==> config.mk <==
export PLATFORM = sky130hd
export DESIGN_NAME = core_launch
export DESIGN_NICKNAME = d
export VERILOG_FILES = /design/src/rtl/core_launch.sv
export SDC_FILE = /design/constraint.sdc
export NUM_CORES = 1
export LEC_CHECK = 0
export ABC_CLOCK_PERIOD_IN_PS = 3200
export CAP_MARGIN = 30
export CORE_AREA = 2 2 159 99
export DETAILED_ROUTE_END_ITERATION = 7
export DIE_AREA = 0 0 161 101
export PLACE_DENSITY = 0.78
export REMOVE_ABC_BUFFERS = 1
export SYNTH_ARGS = -nofsm -noshare
export SYNTH_HDL_FRONTEND = slang
export SYNTH_SLANG_ARGS = --single-unit
==> constraint.sdc <==
create_clock -name clk -period 3.2 [get_ports clk]
set_input_delay 0.64 -clock clk [delete_from_list [all_inputs] [get_ports clk]]
set_output_delay 0.64 -clock clk [all_outputs]
set_load 0.02 [all_outputs]
==> src/rtl/core_launch.sv <==
// Per-core launch/lifetime tracker downstream of the fork stage.
// Loads forked contexts, pulses start, tracks each core to halt.
module core_launch #(
  parameter int          NCORES  = 4,
  parameter logic [15:0] BOOT_PC = 16'h0000
) (
  input  logic                 clk,
  input  logic                 rst_n,
  input  logic [NCORES-1:0]    core_ens_in,
  input  logic [NCORES*33-1:0] fork_cxt_in,
  input  logic [NCORES-1:0]    core_halt,
  output logic [NCORES-1:0]    core_ens_out,
  output logic [NCORES-1:0]    core_start,
  output logic [NCORES-1:0]    core_run,
  output logic [NCORES*16-1:0] core_pc,
  output logic [NCORES*16-1:0] core_ptr,
  output logic [4:0]           active_count,
  output logic                 all_idle,
  output logic                 fork_err
);

  typedef enum logic [1:0] {
    IDLE,
    LOAD,
    RUN,
    DRAIN
  } state_e;

  state_e st_q [NCORES];
  state_e st_d [NCORES];

  logic [NCORES-1:0]    req;
  logic [NCORES-1:0]    ens_q, ens_d;
  logic [NCORES-1:0]    start_q, start_d;
  logic [NCORES-1:0]    run_q, run_d;
  logic [NCORES*16-1:0] pc_q, pc_d;
  logic [NCORES*16-1:0] ptr_q, ptr_d;
  logic [4:0]           cnt_q, cnt_d;
  logic                 idle_q, idle_d;
  logic                 err_q, err_d;

  always_comb begin
    for (int i = 0; i < NCORES; i++) begin
      req[i] = core_ens_in[i] & fork_cxt_in[i*33+32];
    end
  end

  always_comb begin
    err_d = err_q;
    pc_d  = pc_q;
    ptr_d = ptr_q;
    cnt_d = '0;
    ens_d = '0;
    start_d = '0;
    run_d = '0;
    for (int i = 0; i < NCORES; i++) begin
      st_d[i] = st_q[i];
      unique case (st_q[i])
        IDLE: begin
          if (req[i]) begin
            st_d[i] = LOAD;
            pc_d[i*16 +: 16]  = fork_cxt_in[i*33 +: 16];
            ptr_d[i*16 +: 16] = fork_cxt_in[i*33+16 +: 16];
          end
        end
        LOAD: st_d[i] = RUN;
        RUN: begin
          if (core_halt[i]) st_d[i] = DRAIN;
        end
        DRAIN: st_d[i] = IDLE;
      endcase
      // a busy core never accepts a fork; flag it instead
      if (req[i] && st_q[i] != IDLE) err_d = 1'b1;
      ens_d[i]   = st_d[i] != IDLE;
      start_d[i] = st_d[i] == LOAD;
      run_d[i]   = st_d[i] == RUN;
      cnt_d      = cnt_d + 5'(ens_d[i]);
    end
    idle_d = cnt_d == 5'd0;
  end

  always_ff @(posedge clk or negedge rst_n) begin
    if (!rst_n) begin
      for (int i = 0; i < NCORES; i++) begin
        st_q[i] <= (i == 0) ? RUN : IDLE;
      end
      ens_q   <= NCORES'(1);
      run_q   <= NCORES'(1);
      start_q <= '0;
      pc_q    <= '0;
      pc_q[15:0] <= BOOT_PC;
      ptr_q   <= '0;
      cnt_q   <= 5'd1;
      idle_q  <= 1'b0;
      err_q   <= 1'b0;
    end else begin
      for (int i = 0; i < NCORES; i++) begin
        st_q[i] <= st_d[i];
      end
      ens_q   <= ens_d;
      run_q   <= run_d;
      start_q <= start_d;
      pc_q    <= pc_d;
      ptr_q   <= ptr_d;
      cnt_q   <= cnt_d;
      idle_q  <= idle_d;
      err_q   <= err_d;
    end
  end

  assign core_ens_out = ens_q;
  assign core_start   = start_q;
  assign core_run     = run_q;
  assign core_pc      = pc_q;
  assign core_ptr     = ptr_q;
  assign active_count = cnt_q;
  assign all_idle     = idle_q;
  assign fork_err     = err_q;

endmodule

==> flow_metrics.py, run 1 <==
metrics = {
    "power_and_ir_drop": {
        "peakVddDrop_mv": 0.500,
        "power_density_mw_per_mm2": 1090,
        "leakagePower_nw": 4.00,
    },
    "critical_path": {
        "path_class": "reg2reg",
        "crit_buf_inv": 1,
        "crit_chain": "inv_1 -> ha_1 -> and3_1 -> o32a_4 -> or2_1 -> fa_1 -> ha_1 -> ha_1 -> nor3_1",
        "critPathArrivalTime_ns": 3.10,
        "crit_fanout": 4,
        "cpMostUsedCell": "ha_1",
        "endpoint_kind": "register",
        "worst_path_max_delay_cell": "fa_1",
        "slowest_delay_ns": 0.47,
        "crit_required_ns": 3.52,
        "cp-start-kind": "register",
        "critPathTopFamily": "adder cells",
    },
    "sta": {
        "hold_viol": 0,
        "relSlewSlack_pct": 50.0,
        "skew_ns": 0.0123,
        "timing.setup.tns_ns": 0,
        "final-max-slew-violation-count": 0,
        "fmax_mhz": 359,
        "period_needed_ns": 2.79,
        "worst_pin_slew_ns": 0.750,
        "final.period_utilization_pct": 87.1,
        "grt_setup_unrepaired": "false",
        "setup_viol": 0,
    },
    "clock_tree": {
        "cts_hold_buf": 0,
        "cts_tree": "built",
        "post_cts_buffers": 0,
        "clk_latency_ns": 0.41,
        "clock-sinks": 153,
        "ctsResizeCount": 0,
        "cts_max_level": 4,
        "ctsLongestPathBuffers": 2,
        "numCtsBuffers": 17,
        "cts_root_buffer": "clkbuf_16",
        "clkTransAtPathRegs_ns": 0.06,
    },
    "synth": {
        "yosysMostFrequentCell": "dfrtp_1",
        "yosys.area.top_type": "dfrtp_1",
        "avgSynthCellArea_sq_um": 16.3,
        "yosys_warnings": 0,
        "syn_area_sq_mm": 0.00577,
        "synth_top_area_share_pct": 64.6,
        "seq_area_frac_synth_pct": 66.4,
        "synth-seq-cells": 153,
        "synth.distinct_cells": 24,
        "postSynth.asyncResetShare_pct": 100,
        "syn_inst": 354,
        "yosys-top-cells-area": "dfrtp_1, mux2_2, ha_1",
        "synth_edf_count": 0,
        "ys.flop_type": "dfrtp_1",
        "synth_commonest_cells": "dfrtp_1, mux2_2, buf_2, inv_1, ha_1",
    },
    "placed_design": {
        "dp_hpwl_mm": 11.2,
        "place_area_sq_mm": 0.00887,
        "portBuffers": 286,
        "place_congestion": 0.768,
    },
    "min_path": {
        "hold_class": "in2async",
    },
    "final_layout": {
        "area_delta_synth_final_pct": 63.5,
        "design_area_sq_mm": 0.00943,
        "drive_gt1_share_pct": 26.5,
        "fillerInstances": 1122,
        "fin_nets": 805,
        "diodes": 0,
    },
    "global_route": {
        "grt_pass1_vias": 4390,
        "grt_pass1_wl_mm": 23.1,
        "grt_max_degree": 82,
        "globalRouteOverflowTotal": 0,
        "grt_use_total_pct": 18.3,
        "antenna_found_initial": 0,
    },
    "die": {
        "die_h_um": 101,
        "ios": 289,
        "rows": 35,
        "initial_core_util_pct": 38.8,
        "die-area_sq_mm": 0.0163,
        "die_w_um": 161,
        "core_area_sq_mm": 0.0149,
    },
    "drt": {
        "drt_iter0_drc": 116,
        "drt-total-wl_mm": 14.7,
        "first_pass_iters": 4,
        "vias_per_cell": 4.48,
        "routedWlPerCell_um": 17.0,
        "drtAntennaViolNets": 0,
        "vias": 3889,
        "drc": 0,
    },
    "run": {
        "drv_cap": 0,
    },
    "run_status": {
        "status": "completed",
    },
}
worst register-to-register path, stage by stage, from the launching register on:
cell     delay, ns
dfrtp_1       0.38
inv_1         0.08
ha_1          0.25
and3_1        0.22
o32a_4        0.38
or2_1         0.26
fa_1          0.47
ha_1          0.21
ha_1          0.29
nor3_1        0.18
logic make-up (layout without fill, tap and decap cells):
| logic type | Yosys count | after routing | share of synthesized area [%] |
|---|---|---|---|
| adders and majority gates | 11 | 11 | 2.51 |
| muxes | 131 | 131 | 25.6 |
| other | 1 | 2 | 0.0650 |
| and+or+nand+nor | 23 | 23 | 2.10 |
| AOI/OAI and AO/OA | 9 | 9 | 1.13 |
| DFF | 153 | 153 | 66.4 |
| buffers and inverters | 26 | 336 | 2.21 |
through the flow:
stage	util (%)	power (W)	cells	setup WS (ns)	hold WS, ns
floorplan	-	0.00591	340	0.104	0.344
global placement	59.6	0.00828	836	0.0899	0.460
detailed placement	59.6	0.00845	836	0.0696	0.486
CTS	63.4	0.0104	868	0.394	0.301
global route	63.4	0.0108	868	0.300	0.313
finish	63.4	0.0102	868	0.412	0.240
state kept, by name, summed over array words and instances, names as in the netlist:
register	count
core_start	4
all_idle	1
core_ens_out	4
fork_err	1
core_run	4
core_pc	64
st_q	8
core_ptr	64
active_count	3
routing by layer:
metal	GRT usage (%)	vias to the layer above	part of all wire, %
li1	-	1817	-
met1	21.7	1909	40
met2	31.3	157	50
met3	7.28	6	8.7
met4	5.22	0	0.53
met5	0	-	0
worst paths after layout:
path | start | slack [ns] | depth (start not counted) | to
hold reg to reg | fork_err | 0.50 | 1 | fork_err
max in group asynchronous | rst_n | 2.17 | 2 | core_pc[48]
min in group clk | fork_err | 0.50 | 1 | fork_err
setup / recovery | st_q[0] | 0.41 | 9 | all_idle
hold / removal | rst_n | 0.24 | 1 | core_pc[25]
setup reg to reg | st_q[0] | 0.41 | 9 | all_idle
layout by cell type, fill, tap and decap left out, types with 4 or more instances in the layout:
master | netlist | layout
inv_6 | 0 | 4
dfstp_2 | 4 | 4
inv_1 | 11 | 11
buf_4 | 2 | 6
nand2_1 | 4 | 4
mux2_2 | 131 | 131
ha_1 | 10 | 10
clkdlybuf4s50_1 | 0 | 285
clkinv_4 | 0 | 4
clkbuf_16 | 0 | 17
dfrtp_1 | 149 | 149
cell type report:
class	instances	area [sq um]	share of cell area, %
Clock buffer	19	453	4.80
Clock inverter	13	109	1.15
Inverter	11	41.3	0.438
Multi-Input combinational cell	176	1810	19.2
Sequential cell	153	3830	40.6
Tap cell	203	254	2.69
Timing Repair Buffer	293	2930	31.0
where the power goes:
group | internal [W] | switching [W] | leakage, nW
logic | 0.00263 | 0.00232 | 1.91
clock network | 0.00105 | 0.000819 | 0.269
registers | 0.00294 | 0.000491 | 1.82
total | 0.00662 | 0.00363 | 4.00
(Power assumes the default switching activity.)
==> run 2, diff against run 1 <==
Settings changed: CTS_CLUSTER_DIAMETER from default to 40, GPL_ROUTABILITY_DRIVEN from default to 0.
==> results of run 2 <==
No change in the layout: final DEF, timing and power equal those of run 1.
==> run 3, diff against run 2 <==
Settings changed: CAP_MARGIN 30 to 20.
==> results of run 3 <==
No change in the layout: final DEF, timing and power equal those of run 1.
==> RTL edit (config.mk and constraints of run 3) <==
Set the parameter `NCORES` to 2 (it was 4).
--- a/src/rtl/core_launch.sv
+++ b/src/rtl/core_launch.sv
@@ -3,3 +3,3 @@
 module core_launch #(
-  parameter int          NCORES  = 4,
+  parameter int          NCORES  = 2,
   parameter logic [15:0] BOOT_PC = 16'h0000
Interface: changed (8 resized); port bits go from 289 to 149. No check against the original RTL was run, so the function may have changed too.
==> RTL edit against run 3 <==
  * Area after synthesis shrank 45%
  * Cell area shrank 45%
  * Power is 46% lower
  * Largest power group unchanged
  * Utilization fell by 29 points
  * Critical path type is now input pin to flip-flop
  * Setup slack improved by 0.61 ns
  * Sequential share of layout area down 2.6 points
  * Sequential cell count fell by 75
  * Die area stayed put
  * Sequential power down 49%
  * Combinational power is 47% lower
  * Clock power decreased by 39%
  * Routed wire length shrank 50%
  * Count of clock-buffer cells in the layout decreased by 9
==> RTL edit: results (changes against run 3) <==
Slew @ Worst Pin -> 0.8340 ns (was 0.7505 ns)
Post-layout net count -> 420 (was 805)
Vias in the first global route -> 2310 (was 4390)
Vias post-DR -> 2060 (was 3889)
Port bufs -> 145 (was 286)
Setup slack after placement -> 0.6611 ns (was 0.06962 ns)
Compound-Gate Fraction of Synth Area -> 0.02532 (was 0.01127)
Switch share -> 0.3317 (was 0.3540)
Synth Area in Adders -> 0.02373 (was 0.02515)
Register area share after synthesis -> 0.6187 (was 0.6642)
Routed WL per cell -> 13.32 µm (was 16.96 µm)
Share of cells above drive strength 1 -> 0.2435 (was 0.2647)
Post-synthesis cell count -> 191 (was 354)
IR drop worst, VDD -> 0.3859 mV (was 0.5003 mV)
Inst Count DP -> 533 (was 836)
Initial DRC Count -> 53 (was 116)
Status -> finished, final reports clean (unchanged)
Clock latency at the later pin of the worst-skew pair -> 0.33 ns (was 0.41 ns)
Worst Path Arrival -> 2.38 ns (was 3.10 ns)
XOR/XNOR Fraction of Synth Area -> 0.002769 (was 0)
Filler instances -> 1431 (was 1122)
Total GRT Usage -> 0.09293 (was 0.1831)
Synth area leaders -> dfrtp_1 (59%), mux2_4 (14%), mux2_2 (11%), dfstp_2 (3.3%), ha_1 (2.4%) (was dfrtp_1 (65%), mux2_2 (26%), ha_1 (2.2%), dfstp_2 (1.8%), buf_2 (1.0%))
Top post-synthesis cells by count -> dfrtp_1 (74), mux2_2 (30), mux2_4 (30) (was dfrtp_1 (149), mux2_2 (131), buf_2 (12))
Multiplexer area fraction after synthesis -> 0.2634 (was 0.2556)
# H-tree levels -> 3 (was 4)
First-pass GRT wire length -> 11.76 mm (was 23.09 mm)
Vias per inst -> 3.759 (was 4.480)
Crit path max fanout -> 32 (was 4)
TritonCTS buffer count -> 9 (was 17)
Dpl hpwl -> 5.233 mm (was 11.23 mm)
==> RTL edit: cell count changes after synthesis, sizes merged, moves of 2 or more <==
| cell | change |
|---|---|
| dfrtp | -75 |
| nand2b | -3 |
| buf | -6 |
| o22ai | -2 |
| a22o | +2 |
| nor2 | +2 |
| mux2 | -67 |
| nand2 | -2 |
| ha | -4 |
| a21oi | -3 |
| a32oi | +2 |
==> RTL edit: area by class of cell <==
cell class | instances | area (µm²) | share of cell area
clock inverter | 4 | 97.59 | 0.01896
clock buffer | 10 | 229.0 | 0.04447
timing repair buffer | 147 | 1484 | 0.2882
sequential | 78 | 1957 | 0.3801
tap | 203 | 254.0 | 0.04933
inverter | 11 | 41.29 | 0.008019
multi-input combinational | 95 | 1086 | 0.2109
==> RTL edit: final timing paths <==
kind / from / depth (start not counted) / endpoint / slack [ns]
max in group asynchronous: rst_n / 2 / st_q[3] / 2.38
worst max register to register: st_q[0] / 4 / core_ptr[21] / 1.14
min in group clk: core_pc[27] / 1 / core_pc[27] / 0.49
worst max-delay path: core_ens_in[1] / 3 / core_ptr[21] / 1.02
worst min register to register: core_pc[27] / 1 / core_pc[27] / 0.49
worst min-delay path: rst_n / 1 / core_pc[15] / 0.20
==> RTL edit: logic make-up after synthesis <==
logic type / after synthesis
flops: 78
compound gates: 7
other cells: 1
simple gates: 14
xor+xnor: 1
mux: 64
fa+ha+maj: 6
buf+inv: 20
==> RTL edit: metal layers <==
layer | GRT usage | wire (µm)
met3 | 0.03373 | 483
met2 | 0.1420 | 3332
met5 | 0 | 0
met4 | 0.04121 | 104
met1 | 0.1188 | 3382
==> RTL edit: critical path, cell delays in order <==
cell	delay [ns]
clkdlybuf4s50_1	0.50
nand3_2	0.65
mux2_1	0.59
==> RTL edit: power by group through the flow <==
| stage | clock [mW] | combinational [mW] | sequential [mW] |
|---|---|---|---|
| after floorplan | 0 | 0.876 | 2.31 |
| after global placement | 0 | 2.59 | 1.75 |
| after detailed placement | 0 | 2.66 | 1.76 |
| after CTS | 1.19 | 2.66 | 1.77 |
| after global routing | 1.22 | 2.80 | 1.83 |
| final | 1.14 | 2.63 | 1.76 |
==> RTL edit: metrics by stage <==
| step | total power, mW | hold slack [ns] | area [µm²] |
|---|---|---|---|
| final | 5.532 | 0.1985 | 5149 |
| after global routing | 5.842 | 0.2016 | 5149 |
| after CTS | 5.614 | 0.4959 | 5121 |
| after detailed placement | 4.416 | 0.4822 | 4795 |
| after global placement | 4.344 | 0.4724 | 4795 |
| after floorplan | 3.189 | 0.3444 | 3084 |
